==> src/rtl/bist_controller.sv <==
// ---------------------------------------------------------------------------
// bist_controller
//
// Sequences one built-in self-test session over the circuit under test.
// A rising edge on start seeds the LFSR pattern generator, clears the MISR
// and switches the CUT input mux to test mode. The controller then applies
// N_PATTERNS patterns, flushes PIPE_LAT cycles of CUT pipeline into the
// MISR, compares the resulting signature against GOLDEN_SIG and reports
// the verdict until the next session request or reset.
//
// Ports
//   clk        in   1      system clock, rising edge
//   rst        in   1      asynchronous reset, active-high
//   start      in   1      session request (level; rising edge acts)
//   misr_sig   in   SIG_W  current MISR signature (sampled in COMPARE only)
//   lfsr_load  out  1      load LFSR seed
//   lfsr_en    out  1      advance LFSR one pattern
//   misr_clr   out  1      clear MISR to its init value
//   misr_en    out  1      MISR captures CUT output this cycle
//   test_mode  out  1      CUT-input mux selects the LFSR
//   running    out  1      session in progress
//   bist_end   out  1      session complete; held until next start or rst
//   out        out  1      1 = signature matched; valid while bist_end=1
// ---------------------------------------------------------------------------
module bist_controller #(
    parameter int unsigned      N_PATTERNS = 1000,
    parameter int unsigned      PIPE_LAT   = 2,
    parameter int unsigned      CNT_W      = 12,
    parameter int unsigned      SIG_W      = 16,
    parameter logic [SIG_W-1:0] GOLDEN_SIG = '0
) (
    input  logic             clk,
    input  logic             rst,
    input  logic             start,
    input  logic [SIG_W-1:0] misr_sig,
    output logic             lfsr_load,
    output logic             lfsr_en,
    output logic             misr_clr,
    output logic             misr_en,
    output logic             test_mode,
    output logic             running,
    output logic             bist_end,
    output logic             out
);

    typedef enum logic [2:0] {
        IDLE,
        INIT,
        RUN,
        FLUSH,
        COMPARE,
        DONE
    } state_t;

    // Terminal counts. LAST_FLUSH is never reached when PIPE_LAT == 0
    // because RUN goes straight to COMPARE in that configuration.
    localparam logic [CNT_W-1:0] LAST_PAT   = CNT_W'(N_PATTERNS - 1);
    localparam logic [CNT_W-1:0] LAST_FLUSH = CNT_W'(PIPE_LAT - 1);

    state_t           state;
    state_t           state_nxt;
    logic [CNT_W-1:0] cnt;
    logic [CNT_W-1:0] cnt_nxt;
    logic             start_q;
    logic             out_r;
    logic             out_r_nxt;
    logic             start_rise;
    logic             fill_ok;

    assign start_rise = start & ~start_q;

    // The MISR only starts capturing once the first pattern has travelled
    // through the CUT pipeline; with no pipeline it captures immediately.
    generate
        if (PIPE_LAT == 0) begin : g_nofill
            assign fill_ok = 1'b1;
        end else begin : g_fill
            assign fill_ok = (cnt >= CNT_W'(PIPE_LAT));
        end
    endgenerate

    always_ff @(posedge clk or posedge rst) begin
        if (rst) begin
            state   <= IDLE;
            cnt     <= '0;
            start_q <= 1'b0;
            out_r   <= 1'b0;
        end else begin
            state   <= state_nxt;
            cnt     <= cnt_nxt;
            start_q <= start;
            out_r   <= out_r_nxt;
        end
    end

    always_comb begin
        state_nxt = state;
        cnt_nxt   = cnt;
        out_r_nxt = out_r;
        lfsr_load = 1'b0;
        lfsr_en   = 1'b0;
        misr_clr  = 1'b0;
        misr_en   = 1'b0;
        test_mode = 1'b0;
        running   = 1'b0;
        bist_end  = 1'b0;
        out       = 1'b0;

        case (state)
            IDLE: begin
                cnt_nxt = '0;
                if (start_rise) begin
                    state_nxt = INIT;
                end
            end

            INIT: begin
                lfsr_load = 1'b1;
                misr_clr  = 1'b1;
                test_mode = 1'b1;
                running   = 1'b1;
                out_r_nxt = 1'b0;
                cnt_nxt   = '0;
                state_nxt = RUN;
            end

            RUN: begin
                lfsr_en   = 1'b1;
                test_mode = 1'b1;
                running   = 1'b1;
                misr_en   = fill_ok;
                if (cnt == LAST_PAT) begin
                    cnt_nxt   = '0;
                    state_nxt = (PIPE_LAT > 0) ? FLUSH : COMPARE;
                end else begin
                    cnt_nxt = cnt + 1'b1;
                end
            end

            FLUSH: begin
                misr_en   = 1'b1;
                test_mode = 1'b1;
                running   = 1'b1;
                if (cnt == LAST_FLUSH) begin
                    cnt_nxt   = '0;
                    state_nxt = COMPARE;
                end else begin
                    cnt_nxt = cnt + 1'b1;
                end
            end

            COMPARE: begin
                test_mode = 1'b1;
                running   = 1'b1;
                out_r_nxt = (misr_sig == GOLDEN_SIG);
                cnt_nxt   = '0;
                state_nxt = DONE;
            end

            DONE: begin
                bist_end = 1'b1;
                out      = out_r;
                cnt_nxt  = '0;
                if (start_rise) begin
                    state_nxt = INIT;
                end
            end

            default: begin
                cnt_nxt   = '0;
                state_nxt = IDLE;
            end
        endcase
    end

endmodule
==> config.mk <==
export PLATFORM = sky130hd
export DESIGN_NAME = bist_controller
export DESIGN_NICKNAME = d
export VERILOG_FILES = /design/src/rtl/bist_controller.sv
export SDC_FILE = /design/constraint.sdc
export NUM_CORES = 1
export LEC_CHECK = 0
export CAP_MARGIN = 0
export CORE_MARGIN = 4
export CORE_UTILIZATION = 51
export DETAILED_ROUTE_END_ITERATION = 6
export MAX_ROUTING_LAYER = met4
export PLACE_DENSITY = 0.83
export SYNTH_ARGS = -nofsm -noshare
export SYNTH_HDL_FRONTEND = slang
export SYNTH_SLANG_ARGS = --single-unit
export TNS_END_PERCENT = 20
==> constraint.sdc <==
create_clock -name clk -period 2.7 [get_ports clk]
set_input_delay 0.81 -clock clk [delete_from_list [all_inputs] [get_ports clk]]
set_output_delay 0.81 -clock clk [all_outputs]
set_load 0.02 [all_outputs]
==> impl_metrics.ini, run 1 <==
[critical_path]
r2r_cells = 5
timing.critical_path.from = state[1]
crit_type = flip-flop to output pin
cp-end-kind = output pin
start_kind = flip-flop
path_max_fanout = 9
cp_data_required_time_ns = 1.89
arrival_ns = 1.78
regToRegStartpoint = cnt[10]

[yosys]
yosys.area.top_type_share_pct = 40.62
synth_flop_cell = dfrtp_1
avgSynthCellArea_um2 = 9.520
yosysUniqueCellTypes = 33
synth-seq-area-share_pct = 40.62
synth_area_um2 = 1047
synth_nets = 132
synth.most_common_cell = dfrtp_1
synthTopCellsByArea = dfrtp_1 41%, xnor2_1 5.9%, nor2_2 5.4%
synth_common_cells = 17 x dfrtp_1, 9 x nor2_2, 8 x nor2_1
ys_seq_elements = 17
yosysTopAreaCell = dfrtp_1
synth_edf_count = 0
ys_async_sr_fraction_pct = 100.0
synth_cells = 110
ys_warn_count = 0

[floorplan]
boundaryPins = 27
core-area_um2 = 1962
start_util_pct = 53.38
die_area_um2 = 2842
num_rows = 16
die_h_um = 53.32
dieWidth_um = 53.32

[sta]
slew_headroom_pct = 57.03
maxSlewViolCount = 0
worstMarginPinSlew_ns = 0.6439
timing.final.crit_period_ns = 2.587
hold_viol = 0
period_share_pct = 95.83
setup_tns_ns = 0
fin_skew_ns = 0.008455
final-setup-viol-count = 0
rsz0062_at_grt = false
fmax_mhz = 386.5

[min_path]
hp-class = flip-flop to flip-flop
min_path_cells = 2
hp-start = out_r

[clock_network]
worstSkewPairLatency_ns = 0.29
cts_buffers = 3
cts.sinks = 17
post-cts-setup-buffers = 0
cts_tree = done
clockBufferDepth = 2
clk_pin_slew_ns = 0.10
htree_levels = 1
cts_hold_buf = 0
root_buffer = clkbuf_4

[power]
power.total_mw = 1.113
p_clk_share_pct = 12.0
powerDensity_nw_per_um2 = 830.6
pwr-share-seq_pct = 33.4
p_sw_share_pct = 43.61
ir_worst_vdd_mv = 0.5947
internal-power_mw = 0.6277
p_leak_nw = 0.5493
combPwrFrac_pct = 54.6
switchingPower_mw = 0.4854

[layout]
drive_gt1_share_pct = 16.18
instances_no_fill = 163
nets = 159
antenna_cells = 0
area_growth_pct = 27.96

[grt]
grt_pass1_vias = 818
grt_use_total_pct = 18.28
grt_max_degree = 18
grt_pass1_wl_um = 3643
overflow = 0
antenna_found_initial = 0

[routing]
wl_per_cell_um = 13.43
first_pass_iters = 4
wirelength_um = 2189
drt_iter0_drc = 21
drcViolationCount = 0
viasPerCell = 5.301
route.vias.total = 864
ant_nets = 0

[status]
status = finished, final reports clean

[placement]
dp.cells = 159
port_buffers = 26
place_congestion = 0.8957
dp_hpwl_um = 1716

[flow_run]
drv_cap = 0
[through the flow]
stage | utilization [%] | hold WS (ns) | instance area [um^2] | setup slack, ns
finish | 68.30 | 0.5153 | 1340 | 0.1126
global route | 68.30 | 0.5677 | 1340 | 0.01377
CTS | 68.05 | 0.5173 | 1335 | 0.001419
detailed placement | 66.77 | 0.4941 | 1310 | 0.2386
global placement | 66.77 | 0.4883 | 1310 | 0.2656
floorplan | - | 0.4612 | 1047 | 0.4112
[power by group through the flow]
stage | clock network, mW | logic (mW) | registers [mW]
after floorplan | 0 | 0.469 | 0.342
after global placement | 0 | 0.612 | 0.367
after detailed placement | 0 | 0.616 | 0.371
after CTS | 0.136 | 0.616 | 0.367
after global routing | 0.151 | 0.664 | 0.380
final | 0.134 | 0.608 | 0.371
[layout make-up]
| type | instances | area [um^2] |
|---|---|---|
| repair buffers | 28 | 276.5 |
| inverters | 5 | 18.77 |
| multi-input cells | 82 | 556.8 |
| fillers | 171 | 621.8 |
| clock buffers | 4 | 26.28 |
| well taps | 27 | 33.78 |
| flip-flops and latches | 17 | 427.9 |
[per-layer routing]
metal / vias to the layer above / GRT usage (%) / wire length (um)
li1: 424 / - / -
met1: 424 / 23.01 / 960
met2: 14 / 27.96 / 1128
met3: 2 / 5.352 / 84
met4: 0 / 5.957 / 15
met5: - / - / 0
[kinds of logic (layout without fill, tap and decap cells)]
| kind of cell | after synthesis | after routing | share of synthesized area [%] |
|---|---|---|---|
| XOR/XNOR | 12 | 12 | 10.04 |
| AND/OR/NAND/NOR | 58 | 58 | 33.81 |
| buffers and inverters | 11 | 37 | 6.211 |
| flip-flops | 17 | 17 | 40.62 |
| adder cells (fa/ha/maj) | 3 | 3 | 3.585 |
| AO/OA/AOI/OAI | 9 | 9 | 5.735 |
[repair_timing]
action                                  CTS  global route
cloned                                    0             0
gates resized for setup                   1             3
endpoints found under the setup margin    1             2
pin swaps                                 0             1
[worst paths after layout]
check | end | slack [ns]
max reg2reg | cnt[8] | 0.82
max | out | 0.11
min | out_r | 0.52
min in group asynchronous | out_r | 0.90
min reg2reg | out_r | 0.52
max in group asynchronous | state[2] | 1.34
[sequential cells by signal, summed over array words and instances (netlist names)]
register	flops
cnt	12
start_q	1
state	3
out_r	1
[layout by cell type (no fill, tap or decap), drive strengths merged, types with 3 or more instances in the layout]
| cell | instances |
|---|---|
| nand2 | 7 |
| o21ai | 5 |
| nor3 | 6 |
| nor2 | 18 |
| clkbuf | 4 |
| nand4 | 3 |
| nor4 | 5 |
| a21oi | 3 |
| xnor2 | 7 |
| dfrtp | 17 |
| ha | 3 |
| nand3 | 6 |
| xor2 | 5 |
| clkdlybuf4s50 | 24 |
| inv | 5 |
[critical path, stage by stage, from the launching register on]
cell and delay (ns):
dfrtp_2 0.47, and2b_2 0.27, and3_1 0.16, clkdlybuf4s50_1 0.61
No activity file was read; power rests on OpenSTA's default activity.
==> run 2, diff against run 1 <==
- CELL_PAD_IN_SITES_DETAIL_PLACEMENT: not set -> 1
- CELL_PAD_IN_SITES_GLOBAL_PLACEMENT: not set -> 1
- CORE_UTILIZATION: 51 -> 38
- PLACE_DENSITY: 0.83 -> 0.89
==> run 2 against run 1 <==
Register-to-register slack better by 0.26 ns; critical endpoint is now bist_end; clock skew is 0.0064 ns lower; via count is 2.0% lower; core utilization is 16 points lower.
==> impl_metrics.ini, run 2 (synthesis results as in run 1) <==
[floorplan]
num_rows = 18
start_util_pct = 41.15
boundaryPins = 27
die_h_um = 60.50
core-area_um2 = 2545
die_area_um2 = 3660
dieWidth_um = 60.50

[critical_path]
path_cells = and2b_2, and2_1, clkdlybuf4s50_1
cpMaxStageDelayCell = clkdlybuf4s50_1
r2r_cells = 6
timing.critical_path.from = state[1]
path_max_fanout = 9
crit_path_end = bist_end
regToRegStartpoint = cnt[0]
cp_data_required_time_ns = 1.89
cp_slowest_stage_delay_ns = 0.61
start_kind = flip-flop
reg2reg_slack_ns = 1.08
arrival_ns = 1.80
cp-end-kind = output pin
crit_type = flip-flop to output pin
r2r-end = cnt[3]

[layout]
fin_area_um2 = 1338
layout_common_cells = 22 x clkdlybuf4s50_1, 15 x dfrtp_1, 9 x nor2_2, 8 x nor2_1
largest_reg_flops = 12
drive_gt1_share_pct = 15.56
reg_top3 = cnt (12), state (3)
antenna_cells = 0
nets = 158
area_growth_pct = 27.72
fillers = 297
top_register = cnt
final_common_cell = clkdlybuf4s50_1

[power]
switchingPower_mw = 0.4939
p_leak_nw = 0.5575
p_sw_share_pct = 44.67
combPwrFrac_pct = 52.5
powerDensity_nw_per_um2 = 826.6
p_clk_share_pct = 12.5
internal-power_mw = 0.6117
ir_worst_vdd_mv = 0.7702
pwr-share-seq_pct = 35.0

[sta]
slew_headroom_pct = 57.67
worstMarginPinSlew_ns = 0.6343
fmax_mhz = 383.6
final-setup-viol-count = 0
fin_skew_ns = 0.002035
fin_ws_ns = 0.09295
period_share_pct = 96.56
setup_tns_ns = 0
hold_viol = 0
timing.final.crit_period_ns = 2.607
maxSlewViolCount = 0
rsz0062_at_grt = false

[placement]
place_congestion = 0.7521
preCtsSetupSlack_ns = 0.2161
port_buffers = 26
dp_hpwl_um = 1997
post_dp_cell_area_um2 = 1306

[grt]
overflow = 0
groute.layer.met2.usage_pct = 25.31
top_usage_layer = met2
grt_pass1_wl_um = 3995
antenna_found_initial = 0
grt_pass1_vias = 904
grt_max_degree = 18
grt_use_met1_pct = 17.87
use_met3_pct = 4.468
grt_use_total_pct = 15.94

[routing]
first_pass_iters = 2
wirelength_um = 2469
viasPerCell = 5.133
wl_per_cell_um = 14.96
route.vias.total = 847
ant_nets = 0
drt_iter0_drc = 22
drcViolationCount = 0

[min_path]
hp-start = out_r
hp-class = flip-flop to flip-flop

[clock_network]
clockBufferDepth = 2
clk_pin_slew_ns = 0.09
cts_buffers = 3
root_buffer = clkbuf_4
worstSkewPairLatency_ns = 0.30
htree_levels = 1
cts_tree = done
cts.sinks = 17

[status]
status = finished, final reports clean

[flow_run]
drv_cap = 0
==> run 2: cell count changes in the layout (fill, tap and decap cells not counted), sizes merged <==
cell,before,now
buf,2,1
clkdlybuf4s50,24,22
dlygate4sd2,1,2
dlymetal6s2s,1,2
==> run 2: critical path: cells and delay by family (launching register included) <==
kind	cells	cell delay, ns
DFF	1	0.47
and+or+nand+nor	2	0.43
buffers and inverters	1	0.61
==> run 2: power groups by stage <==
stage	combinational, mW	sequential [mW]	clock [mW]
after floorplan	0.469	0.342	0
after global routing	0.637	0.395	0.156
after global placement	0.589	0.384	0
after CTS	0.598	0.385	0.145
after detailed placement	0.612	0.388	0
final	0.580	0.387	0.138
==> run 2: repair_timing <==
| item | in CTS | in global routing |
|---|---|---|
| hold buffers | 0 | 0 |
| gates resized for setup | 3 | 3 |
| hold endpoints to repair | 0 | 0 |
| setup buffers | 0 | 0 |
| endpoints found under the setup margin | 2 | 3 |
| pin swaps | 0 | 0 |
==> run 2: per-layer routing <==
layer | part of all wire [%] | wire, um | up-vias
li1 | - | - | 425
met1 | 43 | 1058 | 409
met2 | 52 | 1282 | 9
met3 | 2.5 | 61 | 4
met4 | 2.7 | 67 | 0
met5 | 0 | 0 | -
==> run 2: per-stage QoR <==
stage | util [%] | hold WS, ns | std cells | total power, mW
2_1_floorplan | - | 0.4612 | 110 | 0.8109
6_report | 52.56 | 0.5261 | 165 | 1.106
3_3_place_gp | 51.33 | 0.4850 | 161 | 0.9731
4_1_cts | 52.31 | 0.5410 | 165 | 1.128
5_1_grt | 52.56 | 0.5807 | 165 | 1.188
3_5_place_dp | 51.33 | 0.5193 | 161 | 1.000
==> run 2: how the worst min path moves through the flow <==
| stage | end | slack, ns | depth (start not counted) |
|---|---|---|---|
| detailed placement | out_r | 0.52 | 2 |
| finish | out_r | 0.53 | 2 |
| global route | out_r | 0.58 | 2 |
| floorplan | out_r | 0.46 | 2 |
| CTS | out_r | 0.54 | 2 |
| global placement | out_r | 0.49 | 2 |
==> run 2: layout make-up <==
type,count,area (um^2),area share (%)
clock buffers,4,26.28,1.964
inverters,5,18.77,1.403
multi-input cells,82,556.8,41.63
flip-flops and latches,17,427.9,31.99
well taps,30,37.54,2.806
repair buffers,27,270.3,20.21
